[src/rtl/mult_seq_sm_if.sv]
`default_nettype none
// ============================================================================
//  Module      : mult_seq_sm_if
//  Description : Operand/result bundle for the sequential sign-magnitude
//                multiplier (request side and product side).
//  Revision    : 1.0 - initial release
// ============================================================================
interface mult_seq_sm_if #(
    parameter int N = 32
);
    logic         start;
    logic [N-1:0] a;
    logic [N-1:0] b;
    logic         busy;
    logic         done;
    logic [N-1:0] product;
    logic         overflow;

    modport master (
        output start, a, b,
        input  busy, done, product, overflow
    );

    modport slave (
        input  start, a, b,
        output busy, done, product, overflow
    );
endinterface
`default_nettype wire

[src/rtl/mult_seq_sm.sv]
`default_nettype none
// ============================================================================
//  Module      : mult_seq_sm
//  Description : Shift-add sign-magnitude Q-format multiplier, one multiplier
//                bit per cycle, saturating truncated product with done pulse.
//  Revision    : 1.0 - initial release
// ============================================================================
module mult_seq_sm #(
    parameter int Q = 16,
    parameter int N = 32
) (
    input  wire logic      clk,
    input  wire logic      reset,
    input  wire logic      local_reset,
    mult_seq_sm_if.slave   bus
);

    localparam int            c_AW   = 2 * N - 2;
    localparam int            c_CW   = $clog2(N - 1);
    localparam logic [c_CW-1:0] c_LAST = c_CW'(N - 2);

    typedef enum logic [1:0] {
        S_IDLE = 2'd0,
        S_CALC = 2'd1,
        S_FIN  = 2'd2
    } state_t;

    state_t            r_state;
    state_t            w_state_nxt;
    logic [N-2:0]      r_ma;
    logic [N-2:0]      r_mb;
    logic              r_s;
    logic [c_AW-1:0]   r_acc;
    logic [c_CW-1:0]   r_cnt;
    logic [N-1:0]      r_product;
    logic              r_overflow;
    logic              r_done;

    logic [c_AW-1:0]   w_addend;
    logic              w_ovf;
    logic [N-2:0]      w_mag;
    logic              w_sign;

    // Next-state logic; the synchronous clear overrides every transition.
    always_comb begin
        w_state_nxt = r_state;
        case (r_state)
            S_IDLE:  if (bus.start) w_state_nxt = S_CALC;
            S_CALC:  if (r_cnt == c_LAST) w_state_nxt = S_FIN;
            S_FIN:   w_state_nxt = S_IDLE;
            default: w_state_nxt = S_IDLE;
        endcase
        if (local_reset) begin
            w_state_nxt = S_IDLE;
        end
    end

    always_ff @(posedge clk or posedge reset) begin
        if (reset) begin
            r_state <= S_IDLE;
        end else begin
            r_state <= w_state_nxt;
        end
    end

    // Partial product and the saturating, sign-corrected result.
    always_comb begin
        w_addend = {{(N-1){1'b0}}, r_ma} << r_cnt;
        w_ovf    = |r_acc[c_AW-1:N-1+Q];
        w_mag    = w_ovf ? {(N-1){1'b1}} : r_acc[N-2+Q:Q];
        w_sign   = r_s & (|w_mag);
    end

    always_ff @(posedge clk or posedge reset) begin
        if (reset) begin
            r_ma       <= '0;
            r_mb       <= '0;
            r_s        <= 1'b0;
            r_acc      <= '0;
            r_cnt      <= '0;
            r_product  <= '0;
            r_overflow <= 1'b0;
            r_done     <= 1'b0;
        end else begin
            r_done <= 1'b0;
            if (local_reset) begin
                r_product  <= '0;
                r_overflow <= 1'b0;
            end else begin
                case (r_state)
                    S_IDLE: begin
                        if (bus.start) begin
                            r_ma  <= bus.a[N-2:0];
                            r_mb  <= bus.b[N-2:0];
                            r_s   <= bus.a[N-1] ^ bus.b[N-1];
                            r_acc <= '0;
                            r_cnt <= '0;
                        end
                    end
                    S_CALC: begin
                        if (r_mb[r_cnt]) begin
                            r_acc <= r_acc + w_addend;
                        end
                        r_cnt <= r_cnt + 1'b1;
                    end
                    S_FIN: begin
                        r_product  <= {w_sign, w_mag};
                        r_overflow <= w_ovf;
                        r_done     <= 1'b1;
                    end
                    default: ;
                endcase
            end
        end
    end

    assign bus.busy     = (r_state == S_CALC) || (r_state == S_FIN);
    assign bus.done     = r_done;
    assign bus.product  = r_product;
    assign bus.overflow = r_overflow;

endmodule
`default_nettype wire

[src/flat_wrapper.sv]
// flat-port wrapper written by rule: the top's interface ports become plain ports
module mult_seq_sm_flat 
#(
    parameter int Q = 16,
    parameter int N = 32
)
  (clk, reset, local_reset, bus_start, bus_a, bus_b, bus_busy, bus_done, bus_product, bus_overflow);
  mult_seq_sm_if #(.N(N)) bus_i ();
  input  wire logic clk;
  input  wire logic reset;
  input  wire logic local_reset;
  input wire logic [$bits(bus_i.start)-1:0] bus_start;
  input wire logic [$bits(bus_i.a)-1:0] bus_a;
  input wire logic [$bits(bus_i.b)-1:0] bus_b;
  output wire logic [$bits(bus_i.busy)-1:0] bus_busy;
  output wire logic [$bits(bus_i.done)-1:0] bus_done;
  output wire logic [$bits(bus_i.product)-1:0] bus_product;
  output wire logic [$bits(bus_i.overflow)-1:0] bus_overflow;
  assign bus_i.start = bus_start;
  assign bus_i.a = bus_a;
  assign bus_i.b = bus_b;
  assign bus_busy = bus_i.busy;
  assign bus_done = bus_i.done;
  assign bus_product = bus_i.product;
  assign bus_overflow = bus_i.overflow;
  mult_seq_sm #(.Q(Q), .N(N)) u_core (.clk(clk), .reset(reset), .local_reset(local_reset), .bus(bus_i));
endmodule
[config.mk]
export PLATFORM = sky130hd
export DESIGN_NAME = mult_seq_sm_flat
export DESIGN_NICKNAME = d
export VERILOG_FILES = /design/src/rtl/mult_seq_sm_if.sv /design/src/rtl/mult_seq_sm.sv /design/src/flat_wrapper.sv
export SDC_FILE = /design/constraint.sdc
export NUM_CORES = 1
export LEC_CHECK = 0
export CORE_UTILIZATION = 60
export CTS_CLUSTER_DIAMETER = 150
export DETAILED_ROUTE_END_ITERATION = 6
export PLACE_DENSITY_LB_ADDON = 0.1
export SYNTH_ARGS = -nofsm -noshare
export SYNTH_HDL_FRONTEND = slang
export SYNTH_SLANG_ARGS = --single-unit
[constraint.sdc]
create_clock -name clk -period 7.2 [get_ports clk]
set_input_delay 1.44 -clock clk [delete_from_list [all_inputs] [get_ports clk]]
set_output_delay 1.44 -clock clk [all_outputs]
set_load 0.01 [all_outputs]
---- Word-level counts from Yosys, hierarchy flattened ----
Cells that the tools add are included.
word-level totals
  register bits after elaboration ......... 166
  input port bits ......................... 68
  output and inout bits ................... 35
  word-level logic and storage cells ...... 51
operators by class
  add/sub/neg operators ................... 2
  $lt $le $gt $ge ......................... 1
  equality and inequality tests ........... 7
  shifts and indexed selects .............. 1
  multiplexer cells ....................... 18
  bitwise operators ....................... 3
  reduce and logical (&&, ||, !) cells .... 10
operators by type and width
  operator                                                     number
  two-way mux 62 bit                                           2
  case mux 62 bit (2 select lines)                             1
  two-way mux 32 bit                                           2
  adder 62 bit                                                 1
  << shifter 31 x 5 -> 62 bit                                  1
  two-way mux 31 bit                                           1
  OR reduction 31 bit                                          1
  OR reduction 15 bit                                          1
  case mux 5 bit (2 select lines)                              1
  less-than comparator 5 x 6 -> 1 bit (second input constant)  1
  two-way mux 2 bit                                            3
  AND reduction 3 bit                                          2
  adder 5 x 1 -> 5 bit (second input constant)                 1
  binary-select mux 1 bit (select 5 bit)                       1
  equality test 5 bit (second input constant)                  1
  two-way mux 1 bit                                            5
  two-way mux 5 bit                                            1
  case mux 2 bit (2 select lines)                              1
  AND reduction 4 bit                                          1
  nonzero test 2 bit                                           2
  != test 3 x 2 -> 1 bit (second input constant)               1
  != test 3 bit (second input constant)                        1
  equality test 2 x 1 -> 1 bit (second input constant)         1
  equality test 2 bit (second input constant)                  1
  other kinds (8)                                              8

---- Longest topological paths before layout ----
  depth in word-level cells ............... 6
  depth in mapped cells ................... 23

---- Least setup slack after synthesis ----
OpenSTA, ideal clock, no wires.
  path type ............................... register to register
  from .................................... reg u_core.r_cnt[1]
  to ...................................... reg u_core.r_acc[56]
  setup time .............................. 0.122 ns
  arrival time ............................ 4.348 ns
  required time ........................... 7.078 ns
  setup slack ............................. 2.730 ns
  cell stages (with the launch flop) ...... 18
  buffers on the path ..................... 3
  cells stage by stage .................... dfrtp_1 -> buf_2 -> buf_1 -> clkbuf_1 -> mux4_2 -> mux2i_1 -> mux2_2 -> o22ai_1 -> ha_1 -> a21oi_1 -> o21ai_1 -> or4_1 -> o2111a_1 -> o21ai_2 -> o21bai_2 -> a21bo_2 -> a211o_1 -> a32o_1
between the ends
  longest elaborated chain between the ends .. 4
  elaborated cells on any way between the ends .. 8
RTL lines
  what                                                                                          RTL line                                text
  start, declared                                                                               mult_seq_sm.sv:34                       logic [c_CW-1:0] r_cnt;
  start signal, assigned                                                                        mult_seq_sm.sv:104                      r_cnt <= r_cnt + 1'b1;
  << shifter 31 x 5 -> 62 bit / binary-select mux 1 bit (select 5 bit) (equally long branches)  mult_seq_sm.sv:68, mult_seq_sm.sv:101
  adder 62 bit / two-way mux 1 bit (equally long branches)                                      mult_seq_sm.sv:102, mult_seq_sm.sv:101
  two-way mux 62 bit / != test 2 x 1 -> 1 bit (equally long branches)                           n/a
  case mux 62 bit (2 select lines) / AND reduction 4 bit (equally long branches)                n/a
  end signal, assigned                                                                          mult_seq_sm.sv:102                      r_acc <= r_acc + w_addend;
  end, declared                                                                                 mult_seq_sm.sv:33                       logic [c_AW-1:0] r_acc;
Parallel ways exist; a longest one is shown, timed or not. The select of a mux whose other input is x is not followed.
A chain may end at the register's enable or synchronous reset.

---- Worst setup path after layout ----
  from .................................... reg u_core.r_cnt[1]
  to ...................................... reg u_core.r_acc[58]
Same word-level chain as after synthesis.

==> impl_metrics.toml <==
[drt]
vias_per_cell = 6.32
avgRoutedWirePerCell_um = 19.8
drtIter0Drc = 759
drcViolationCount = 0
first_pass_iters = 5
vias = 10400
antenna_left = 0
finalWirelength_mm = 32.6

[run]
max-cap-violations = 0

[sta]
period_needed_ns = 5.46
slew_headroom_pct = 26.1
rsz0062_at_grt = "false"
tightestPinTransition_ns = 1.11
maxSlewViolCount = 0
fmax_mhz = 183
skew_ns = 0.0147
setup_tns_ns = 0
setup_viol_count_final = 0
timing.final.hold_violations = 0
min_period_over_period_pct = 75.8

[synthesis]
synth_compound_area_share_pct = 19.7
yosysUniqueCellTypes = 83
synth_top_area_share_pct = 33.8
synth_top_cell_by_area = "dfrtp_1"
syn_inst = 1326
yosys.area_share.simple_pct = 14.9
avgSynthCellArea_um2 = 9.26
synth.area.top_cells = "dfrtp_1 34%, mux2_2 7.8%, ha_1 6.8%, mux4_2 4.8%, nand2_1 4.2%"
muxShareOfSynthArea_pct = 16.6
synth_xor_area_share_pct = 4.07
ys_ff_latch = 166
synth_top_family_by_area = "compound AO/OA/AOI/OAI gates"
synth_adder_area_share_pct = 6.99
synth_edf_count = 0
ys_async_sr_fraction_pct = 100
synth_flop_cell = "dfrtp_1"
netlist_area_um2 = 12300
yosys_warnings = 0
seq_area_frac_synth_pct = 33.8
syn_nets = 1462

[finish]
final_nets = 1509
drive_gt1_share_pct = 13.7
final_cells = 1651
area_growth_pct = 13.4
diodes = 0
layout_commonest_cell = "dfrtp_1"
final_cell_mix = "163 x dfrtp_1, 138 x nand2_1, 137 x nor2_1, 102 x clkdlybuf4s50_1"
stdcell_area_um2 = 13900

[global_route]
grt.busiest_layer = "met2"
antenna_found_initial = 1
grt_max_degree = 102
grt_usage_pct = 31.7
grt_pass1_wl_mm = 52.8
use_met1_pct = 43.9
grt_pass1_vias = 10000
grt_util_met3_pct = 4.47
grt_overflow_total = 0
grt_util_met2_pct = 50.2

[clock_network]
clk_latency_ns = 0.44
cts_root_buffer = "clkbuf_16"
cts_tree = "built"
cts-buffers-inserted = 17
cts-hold-fix-buffers = 0
cts_buffer_depth = 2
htreeDepth = 4
clock_sinks = 166
clk_pin_slew_worst_paths_ns = 0.08
postCtsSetupBuffers = 0
cts_resized = 0

[place]
dp.cells = 1619
dp_hpwl_mm = 24.2
io_buffers = 102
place_congestion = 0.931
placed_area_um2 = 13300

[critical_path]
max_stage_delay_ns = 1.00
cp_cell_sequence = "mux2_2 -> o21ai_0 -> nor2_1 -> a21oi_1 -> o22ai_1 -> ha_1 -> nand2_1 -> nor3_1 -> nand3_1 -> o21bai_1 -> o21ai_2 -> o21bai_2 -> a21oi_1 -> mux2i_1 -> a221o_1"
crit_fanout = 51
critPathSlowestCell = "dfrtp_2"
worst_setup_path_start_kind = "flip-flop"
cp-end-kind = "flip-flop"
critPathMostFrequentCell = "a21oi_1"
cp.required_ns = 7.51
cp_data_arrival_time_ns = 5.77
critPathBufInv = 0
worst-setup-path-type = "flip-flop to flip-flop"
cpLargestDelayFamily = "compound AO/OA/AOI/OAI gates"

[hold_path]
min_path_type = "flip-flop to flip-flop"

[die]
die_w_um = 145
core_um2 = 19800
rows = 51
dieArea_um2 = 21000
ios = 103
start_util_pct = 62.1
die_height_um = 145

[power]
ir_drop_v = 0.000216
p_per_area_nw_per_um2 = 398
p_leak_nw = 5.92
power_mw = 5.55

[outcome]
status = "completed"
==> flip-flops by register name (all words and copies together), names as in the netlist, 2 cells and up <==
name and flops:
u_core.r_ma 31, u_core.r_acc 62, u_core.bus.product 32, u_core.r_state 2, u_core.r_cnt 5, u_core.r_mb 31
==> layer usage <==
layer / part of all wire [%] / up-vias
li1: - / 4991
met1: 45 / 4957
met2: 46 / 395
met3: 5.9 / 83
met4: 3.3 / 2
met5: 0.034 / -
==> logic make-up (layout without fill, tap and decap cells) <==
family                     after synthesis  in the layout
AOI/OAI and AO/OA                      370            370
and+or+nand+nor                        400            400
muxes                                  154            154
DFF                                    166            166
adders and majority gates               68             68
buffers and inverters                  111            171
xor gates and xnor gates                57             57
==> stage by stage <==
step                      hold WS, ns  util [%]  worst slack [ns]
after global routing            0.514      70.4              1.49
after floorplan                 0.450         -              1.27
after detailed placement        0.483      67.4              1.95
after global placement          0.473      67.4              2.10
after CTS                       0.507      70.4              1.84
final                           0.505      70.4              1.74
==> power by group <==
part / switching [mW] / internal (mW) / leakage (nW)
Clock: 0.461 / 0.466 / 0.285
Sequential: 0.314 / 1.15 / 2.16
Combinational: 1.82 / 1.34 / 3.48
Total: 2.59 / 2.96 / 5.92
==> worst min-delay path, cell delays in order (launching register included) <==
cell and delay, ns:
dfrtp_1 0.36, nand2_1 0.05, o21ai_0 0.06
==> cell usage after synthesis (4+ instances only) <==
master	n
xor2_1	27
or2_2	6
dfrtp_1	166
a21o_1	35
and3_1	11
clkbuf_1	51
a21oi_2	5
o211ai_1	4
mux2_2	85
nand4_1	19
buf_1	8
nand3_1	11
o21ai_1	17
a21oi_1	85
a22o_1	10
and2_1	6
o21a_1	5
nand2b_1	10
nor2_1	137
nor2b_1	13
ha_1	67
o21ai_0	80
or3_1	5
o21bai_1	11
mux2i_1	39
nor4_1	12
o22ai_1	20
a211oi_1	40
nand2_1	138
a31oi_1	14
buf_2	19
mux4_2	26
xnor2_1	30
nor3_1	12
inv_1	25
mux4_1	4
nand3b_1	5
==> final cells by class <==
cell class	count	area [um^2]
clock buffers	17	425
repair buffers	113	1100
multi-input cells	1049	7640
flip-flops and latches	166	4160
clock inverters	15	159
fillers	1544	5860
inverters	26	103
well taps	265	332
==> path summary, 6_finish.rpt <==
check,endpoint,cells after the start,slack (ns),startpoint
worst max register to register,u_core.r_acc[58],15,1.74,u_core.r_cnt[1]
worst min-delay path,u_core.r_acc[7],2,0.50,u_core.r_acc[7]
worst min register to register,u_core.r_acc[7],2,0.50,u_core.r_acc[7]
max in group asynchronous,u_core.bus.product[27],3,4.31,reset
min in group asynchronous,u_core.r_acc[15],2,1.53,reset
worst max-delay path,u_core.r_acc[58],15,1.74,u_core.r_cnt[1]
(Power assumes the default switching activity.)
